==> config.mk <==
export PLATFORM = sky130hd
export DESIGN_NAME = pipe_hazard_unit
export DESIGN_NICKNAME = d
export VERILOG_FILES = /design/src/rtl/pipe_pkg.sv /design/src/rtl/pipe_hazard_unit_match.sv /design/src/rtl/pipe_hazard_unit.sv
export SDC_FILE = /design/constraint.sdc
export NUM_CORES = 1
export LEC_CHECK = 0
export ABC_AREA = 1
export BUFFER_PORTS_ARGS = -buffer_cell sky130_fd_sc_hd__buf_2
export CAP_MARGIN = 20
export CELL_PAD_IN_SITES_DETAIL_PLACEMENT = 1
export CELL_PAD_IN_SITES_GLOBAL_PLACEMENT = 1
export CORE_MARGIN = 4
export CORE_UTILIZATION = 22
export DETAILED_ROUTE_END_ITERATION = 10
export PLACE_DENSITY = 0.88
export SLEW_MARGIN = 10
export SYNTH_ARGS = -nofsm -noshare
export SYNTH_HDL_FRONTEND = slang
export SYNTH_SLANG_ARGS = --single-unit
export TNS_END_PERCENT = 30
==> constraint.sdc <==
create_clock -name clk -period 1.5 [get_ports clk]
set_input_delay 0.075 -clock clk [delete_from_list [all_inputs] [get_ports clk]]
set_output_delay 0.075 -clock clk [all_outputs]
set_load 0.03 [all_outputs]
==> src/rtl/pipe_pkg.sv <==
// Shared types and helpers for the pipeline hazard / forwarding controller.
package pipe_pkg;

  // Scoreboard destinations are stored at this fixed width so the entry type
  // can live in a package; REG_AW must not exceed it.
  localparam int MAX_REG_AW = 8;

  // Select encoding for "no forward, take the register-file operand".
  localparam int SEL_RF = 0;

  typedef struct packed {
    logic                  valid;
    logic                  wen;
    logic [MAX_REG_AW-1:0] dst;
    logic                  is_load;
  } sb_entry_t;

  function automatic int sel_width(input int fwd_depth);
    return $clog2(fwd_depth + 1);
  endfunction

endpackage

==> src/rtl/pipe_hazard_unit_match.sv <==
// Youngest-match priority encoder for one decode source against the scoreboard.
module hazard_match
  import pipe_pkg::*;
#(
  parameter int REG_AW    = 3,
  parameter int FWD_DEPTH = 2,
  parameter bit ZERO_REG  = 1'b0,
  parameter int SEL_W     = sel_width(FWD_DEPTH)
) (
  input  sb_entry_t [FWD_DEPTH-1:0] entries_i,
  input  logic      [REG_AW-1:0]    src_i,
  input  logic                      used_i,
  output logic                      hit_o,
  output logic      [SEL_W-1:0]     idx_o,
  output logic                      is_load_o
);

  logic src_ok;

  assign src_ok = used_i && !(ZERO_REG && (src_i == '0));

  // NOTE: every output gets a default before the loop, so no path leaves a
  // value unassigned and no latch is inferred.
  always_comb begin
    hit_o     = 1'b0;
    idx_o     = '0;
    is_load_o = 1'b0;
    // Walk oldest to youngest so the youngest match is the last one written.
    for (int p = FWD_DEPTH - 1; p >= 0; p--) begin
      if (src_ok && entries_i[p].valid && entries_i[p].wen &&
          (entries_i[p].dst == MAX_REG_AW'(src_i))) begin
        hit_o     = 1'b1;
        idx_o     = SEL_W'(p);
        is_load_o = entries_i[p].is_load;
      end
    end
  end

endmodule

==> src/rtl/pipe_hazard_unit.sv <==
// Load-use stall generation and operand forwarding for the in-order pipeline,
// driven by a shift-register scoreboard of in-flight destinations.
module pipe_hazard_unit
  import pipe_pkg::*;
#(
  parameter int DATA_W    = 32,
  parameter int REG_AW    = 3,
  parameter int NUM_SRC   = 2,
  parameter int FWD_DEPTH = 2,
  parameter int LOAD_LAT  = 1,
  parameter bit ZERO_REG  = 1'b0,
  parameter int SEL_W     = sel_width(FWD_DEPTH)
) (
  input  logic                         clk,
  input  logic                         rst,
  input  logic                         dec_valid,
  input  logic [NUM_SRC*REG_AW-1:0]    dec_src,
  input  logic [NUM_SRC-1:0]           dec_src_used,
  input  logic [REG_AW-1:0]            dec_dst,
  input  logic                         dec_wen,
  input  logic                         dec_is_load,
  input  logic                         flush,
  input  logic [NUM_SRC*DATA_W-1:0]    rf_data,
  input  logic [FWD_DEPTH*DATA_W-1:0]  stage_data,
  output logic                         stall,
  output logic                         ex_valid,
  output logic [NUM_SRC*SEL_W-1:0]     ex_fwd_sel,
  output logic [NUM_SRC*DATA_W-1:0]    ex_src_data,
  output logic [15:0]                  stall_cnt
);

  localparam logic [SEL_W-1:0] SEL_RF_W = SEL_W'(SEL_RF);

  sb_entry_t [FWD_DEPTH-1:0]  sb_q, sb_d;
  logic [NUM_SRC*SEL_W-1:0]   sel_q, sel_d;
  logic                       ex_valid_q;
  logic [15:0]                stall_cnt_q;

  logic [NUM_SRC-1:0]         hit, is_load, load_use;
  logic [SEL_W-1:0]           idx [NUM_SRC];
  logic                       advance;

  for (genvar i = 0; i < NUM_SRC; i++) begin : g_src
    hazard_match #(
      .REG_AW   (REG_AW),
      .FWD_DEPTH(FWD_DEPTH),
      .ZERO_REG (ZERO_REG),
      .SEL_W    (SEL_W)
    ) u_match (
      .entries_i(sb_q),
      .src_i    (dec_src[i*REG_AW +: REG_AW]),
      .used_i   (dec_src_used[i]),
      .hit_o    (hit[i]),
      .idx_o    (idx[i]),
      .is_load_o(is_load[i])
    );

    // A load in entry p has its data forwardable only once p reaches LOAD_LAT.
    assign load_use[i] = hit[i] && is_load[i] && (idx[i] < SEL_W'(LOAD_LAT));
  end

  assign stall   = dec_valid && !flush && (|load_use);
  assign advance = dec_valid && !flush && !stall;

  always_comb begin
    sb_d = '0;
    for (int p = 1; p < FWD_DEPTH; p++) begin
      sb_d[p] = sb_q[p-1];
    end
    if (advance) begin
      sb_d[0].valid   = 1'b1;
      sb_d[0].wen     = dec_wen;
      sb_d[0].dst     = MAX_REG_AW'(dec_dst);
      sb_d[0].is_load = dec_is_load;
    end

    sel_d = {NUM_SRC{SEL_RF_W}};
    if (advance) begin
      for (int i = 0; i < NUM_SRC; i++) begin
        if (hit[i]) sel_d[i*SEL_W +: SEL_W] = idx[i] + SEL_W'(1);
      end
    end
  end

  // NOTE: state registers use non-blocking assignments so every flop samples
  // the pre-edge values; the scoreboard is tiny and is reset like any register.
  always_ff @(posedge clk or negedge rst) begin
    if (!rst) begin
      sb_q        <= '0;
      sel_q       <= {NUM_SRC{SEL_RF_W}};
      ex_valid_q  <= 1'b0;
      stall_cnt_q <= '0;
    end else begin
      sb_q       <= sb_d;
      sel_q      <= sel_d;
      ex_valid_q <= advance;
      if (stall && (stall_cnt_q != 16'hFFFF)) stall_cnt_q <= stall_cnt_q + 16'd1;
    end
  end

  always_comb begin
    ex_src_data = rf_data;
    for (int i = 0; i < NUM_SRC; i++) begin
      for (int k = 1; k <= FWD_DEPTH; k++) begin
        if (sel_q[i*SEL_W +: SEL_W] == SEL_W'(k))
          ex_src_data[i*DATA_W +: DATA_W] = stage_data[(k-1)*DATA_W +: DATA_W];
      end
    end
  end

  assign ex_valid   = ex_valid_q;
  assign ex_fwd_sel = sel_q;
  assign stall_cnt  = stall_cnt_q;

endmodule
==> run metrics, run 1 <==
period utilization=124%; most common cell after layout, fill and taps aside=nand2_1; gr ovfl total=0; H-tree Lvls=2; synth top area cells=nand2_1 (30%), dfrtp_1 (27%), nor2_1 (7.8%); final setup fails=65; max incr delay on CP=around 0.36 ns; Crit-path slowest cell=dfrtp_1; core area=between 0.01 and 0.015 mm2; leading cell types in the layout, fill and taps excluded=nand2_1 (202), buf_2 (165), buf_6 (78), nor2_1 (49), nand2_2 (35); worst slew pin tran=about 0.46 ns; Sink Count=31; CTS Buf Count=5; outcome=finished with violations; CTS tree=done; vias in the first global route=just under 5,000; maximum clock insertion buffer count=2; failing checks=negative setup slack; Min-Delay Path Class=in2reg; met2 WL=11.6 mm; critical-path cell list=inv_2, nor2_4, buf_12, clkbuf_16, nand2_1, a31oi_4, buf_6; WL met3=~2.2 mm; minimum clock period=around 1.9 ns; critical path type=reg2out; post-route ant nets=0; syn_nets=646; Fillers=between 1,500 and 2,000; Reg clk slew, reported paths=around 0.060 ns; CP arrival=between 1.5 and 2 ns; Slew Limit Headroom=between 60% and 70%; top-area cell type share of the netlist area=a little under a third; Top Family by Delay on Critical Path=buffers and inverters; register area share after synthesis=about a quarter; # nets final=920; vias=slightly above 5,000; Initial Utilization=22.7%; initial DRC count=between 300 and 400; RePlAce Congestion=0.872; synthesized flop and latch total=31; area leader, netlist=nand2_1; reg2reg setup slack=0 ns; largest net degree at the start of global routing=32; first-pass GRT wire length=27.1 mm; die area=0.0151 mm2; die width=about 120 um; GRT Util Overall=about a quarter; Unique masters post-synth=24; RSZ-0062 raised after global routing=yes; uppermost layer routed=met5; syn_area_per_cell=between 5 and 6 um2; io pins=231; Site Rows=41; Buffers on Ports=230; final worst slack=-0.356 ns; CP startpoint kind=flip-flop; met1 WL=~7.8 mm; WP data required=between 1 and 1.5 ns; Peak VDD IR=about 0.31 mV; synthesis-to-layout area growth=123%; Max-Cap Viols=0; highest fanout seen on the critical path=8; Slew Viols, Final=0; number of buffers and inverters on the critical path=4; WL per Instance=around 24 um; Die H=roughly 120 um; f_max=0.539 GHz; Warnings, synthesis=0; clock latency at the later pin of the worst-skew pair=0.28 ns; Detailed Place HPWL=around 13 mm; fraction of layout instances using a drive strength above 1=56.9%; final cell count without fillers=958; pwr dens=469 mW/mm2; clk root buf=clkbuf_16; vias per cell=about 5.3; Netlist Area Pre-Place=0.00290 mm2; Worst Clk Skew=around 0.0062 ns; Placed Instances=916; Tot Pwr=0.00303 W; DRT Pass-1 Iters=5; Mapped Cells=500; DRC=0; detailed-route wire length=approximately 23 mm; P_leak=between 3 and 4 nW; crit end category=output pin; Fin. Hold Viols=0; antenna violations before repair=7
what timing repair did:
item,4_1_cts,5_1_grt
gates cloned,1,10
hold buffers,1,0
setup endpoints to repair,66,82
pin swaps,2,22
gates resized for setup,184,71
buffers inserted,6,5
hold endpoints to repair,31,0
through the flow:
step	hold slack (ns)	instance area [um2]	setup WS, ns	utilization, %	setup TNS [ns]
finish	0.00686	6470	-0.356	50.7	-12.36
global route	0.00446	6450	-0.419	50.5	-17.11
CTS	0.00325	5930	-0.145	46.4	-5.55
global placement	0.119	5020	0.0456	39.3	0
floorplan	-0.221	3380	-0.105	-	-2.76
detailed placement	0.126	5020	0.0121	39.3	0
final cells by class:
type / instances / area [um2] / area share (%)
Antenna cell: 11 / 27.5 / 0.425
Clock buffer: 5 / 125 / 1.93
Clock inverter: 3 / 43.8 / 0.677
Inverter: 26 / 110 / 1.70
Multi-Input combinational cell: 421 / 2790 / 43.1
Sequential cell: 31 / 782 / 12.1
Tap cell: 172 / 215 / 3.32
Timing Repair Buffer: 289 / 2380 / 36.7
Yosys cell counts, drive strengths merged:
cell type and n:
xnor2 12, nand4 4, ha 1, a21oi 1, inv 26, clkbuf 21, xor2 7, buf 2
nand3 45, nor3 6, or2 1, a31oi 32, nand2 248, dfrtp 31, nor2 63
routing by layer:
| layer | up-vias | track usage [%] |
|---|---|---|
| met4 | 4 | 16.6 |
| met1 | 2452 | 22.5 |
| met2 | 360 | 41.8 |
| met3 | 141 | 8.53 |
| met5 | - | 0 |
| li1 | 2152 | - |
state kept, by name, indices dropped and copies added (netlist names):
signal and cells:
ex_fwd_sel 4, ex_valid 1, sb_d 5, sb_q 5
stall_cnt 16
where the power goes:
part | total [W] | switching [W] | internal, W
logic | 0.00101 | 0.000578 | 0.000436
clock network | 0.00116 | 0.000377 | 0.000782
registers | 0.000861 | 0.0000116 | 0.000849
total | 0.00303 | 0.000967 | 0.00207
path summary, 6_finish.rpt:
kind / start / end / cells past startpoint
worst max register to register: sb_d[14] / stall_cnt[15] / 10
worst min-delay path: dec_dst[1] / sb_d[13] / 3
worst min register to register: sb_d[20] / sb_q[20] / 0
worst max-delay path: ex_fwd_sel[2] / ex_src_data[45] / 7
max in group asynchronous: rst / stall_cnt[1] / 3
min in group asynchronous: rst / stall_cnt[11] / 3
kinds of logic (layout without fill, tap and decap cells):
family                     after synthesis  count (layout)  share of synthesized area [%]
and+or+nand+nor                        367             368                           52.9
buffers and inverters                   49             323                           6.95
DFF                                     31              31                           26.7
adders and majority gates                1               1                          0.431
AOI/OAI and AO/OA                       33              33                           7.20
xor gates and xnor gates                19              19                           5.74
other                                    0              11                              0
worst min-delay path: stages:
cell and delay, ns:
buf_2 0.09, inv_1 0.04, nor2_1 0.04
Power figures use the tool's default switching activity.
==> run 2, diff against run 1 <==
HOLD_SLACK_MARGIN = 0.05   (was unset)
==> run 2 against run 1 <==
Net effect: the flow still finishes with violations (negative setup slack); clock skew barely moved; power rose by 0.35%; clock-buffer cell count did not move; combinational power barely moved; die area did not move; final area fell by 0.25%; sequential share of layout area barely moved; sequential power barely moved; register-to-register slack barely moved; flip-flop and latch count did not move.
==> run metrics, run 2 (synthesized netlist as in run 1, its figures left out) <==
max reg flops=16 (unchanged); # nets final=922 (+0.22%); Peak VDD IR=0.324 mV (+3.1%); RePlAce Congestion=0.872 (unchanged); DRC=0 (unchanged); Crit-path slowest cell=dfrtp_1; vias=5,093 (-0.31%); pwr dens=472 mW/mm2 (+0.60%); Detailed Place HPWL=12.8 mm (unchanged); worst slew pin tran=0.570 ns (+0.112 ns); gr busiest metal=met2; P_leak=3.21 nW (-0.77%); WP data required=1.42 ns (about the same); Switching Power=0.000970 W (+0.25%); final setup fails=65 (unchanged); Initial Utilization=22.7% (unchanged); Min-Delay Path Class=in2reg; logic gate share of total power=33.7% (+0.3 points); WL per Instance=24.4 um (+0.30%); critical path type=reg2out; vias per cell=5.31 (-0.42%); io pins=231 (unchanged); max incr delay on CP=0.36 ns (about the same); critical-path cell list=inv_2, nor2_4, buf_12, clkbuf_16, nand2_1, a31oi_4, buf_6; minimum clock period=1.83 ns (-0.0235 ns); reg2reg setup slack=0.01 ns (about the same); CTS tree=done; Fillers=1,562 (+0.39%); met1 global-route usage=22.7% (+0.25 points); clock power share=38.0% (-0.2 points); period utilization=122% (-1.6 points); Max-Cap Viols=0 (unchanged); crit end category=output pin; gr ovfl total=0 (unchanged); DRT Pass-1 Iters=5 (unchanged); outcome=finished with violations; Hold Slack=0.144 ns (+0.137 ns); routing usage on met2=42.6% (+0.82 points); CTS Buf Count=5 (unchanged); CP arrival=1.76 ns (-0.02 ns); highest fanout seen on the critical path=7 (-1); most common cell after layout, fill and taps aside=nand2_1; Slew Limit Headroom=61.9% (-7.5 points); H-tree Lvls=2 (unchanged); vias in the first global route=5,010 (+1.7%); Reg clk slew, reported paths=0.05 ns (about the same); maximum clock insertion buffer count=2 (unchanged); first-pass GRT wire length=27.5 mm (+1.5%); Fin. Hold Viols=0 (unchanged); leading cell types in the layout, fill and taps excluded=nand2_1 (201), buf_2 (165), buf_6 (77), nor2_1 (50), nand2_2 (35); routing usage on met3=8.53% (unchanged); Sink Count=31 (unchanged); number of buffers and inverters on the critical path=4 (unchanged); CP startpoint kind=flip-flop; f_max=0.546 GHz (+1.3%); clock latency at the later pin of the worst-skew pair=0.28 ns (about the same); Site Rows=41 (unchanged); Worst Clk Skew=0.00645 ns (+0.000230 ns); Buffers on Ports=230 (unchanged); final worst slack=-0.333 ns (+0.0235 ns); Int Pwr=0.00208 W (+0.39%); pre-CTS setup slack=0.0121 ns (unchanged); antenna violations before repair=7 (unchanged); RSZ-0062 raised after global routing=yes; fraction of layout instances using a drive strength above 1=56.0% (-0.92 points); Slew Viols, Final=0 (unchanged); Top Family by Delay on Critical Path=buffers and inverters; failing checks=negative setup slack; core area=0.0128 mm2 (unchanged); clk root buf=clkbuf_16; Switching Fraction=31.8% (about the same); initial DRC count=449 (+15%); die area=0.0151 mm2 (unchanged); largest net degree at the start of global routing=32 (unchanged); Die H=123 um (unchanged); synthesis-to-layout area growth=123%; post-route ant nets=0 (unchanged); detailed-route wire length=23.4 mm (+0.40%); Flop pwr share=28.3% (about the same); GRT Util Overall=23.9% (+0.32 points); die width=123 um (unchanged)
## run 2: cell type report
type | instances | area [um2] | share of cell area [%]
Inverter | 26 | 110 | 1.71
Multi-Input combinational cell | 421 | 2780 | 43.0
Sequential cell | 31 | 782 | 12.1
Timing Repair Buffer | 291 | 2380 | 36.8
Clock buffer | 5 | 125 | 1.94
Tap cell | 172 | 215 | 3.33
Clock inverter | 3 | 43.8 | 0.678
Antenna cell | 10 | 25.0 | 0.388
## run 2: per-layer routing
layer  up-vias  share of wire, %
met5         -              0.11
li1       2156                 -
met1      2432                34
met4         2               8.0
met2       364                48
met3       139                10
## run 2: worst paths after layout
check	endpoint	startpoint	depth (start not counted)
setup / recovery	ex_src_data[37]	ex_fwd_sel[2]	7
setup reg to reg	stall_cnt[15]	sb_d[12]	11
min in group asynchronous	stall_cnt[5]	rst	3
hold reg to reg	sb_q[20]	sb_d[20]	0
max in group asynchronous	stall_cnt[1]	rst	3
hold / removal	ex_fwd_sel[1]	dec_src_used[0]	5
## run 2: timing repair
action,CTS,global route
endpoints found under the hold margin,36,0
buffers inserted,6,3
hold buffers,6,0
cloned,1,9
setup endpoints to repair,66,91
pin swaps,2,14
resized for setup,184,65
## run 2: through the flow
step                total power [W]  instance area [um2]  std cells  util [%]  TNS [ns]
global route                0.00316                 6450        955      50.5    -15.11
floorplan                   0.00125                 3380        500         -     -2.76
CTS                         0.00295                 5980        937      46.8     -5.55
detailed placement          0.00163                 5020        916      39.3         0
finish                      0.00305                 6460        959      50.5     -9.97
global placement            0.00162                 5020        916      39.3         0
## run 2: tightest hold or removal path, cell delays in order
cell	delay (ns)
buf_2	0.10
nand3_1	0.08
nor3_1	0.05
nand2_1	0.05
nor2_1	0.03
## run 2: power by group through the flow
stage	logic [W]	clock network (W)	registers (W)
4_1_cts	0.000907	0.00119	0.000861
2_1_floorplan	0.000378	0	0.000877
6_report	0.00103	0.00116	0.000861
3_5_place_dp	0.000755	0	0.000876
5_1_grt	0.00107	0.00122	0.000862
3_3_place_gp	0.000742	0	0.000874
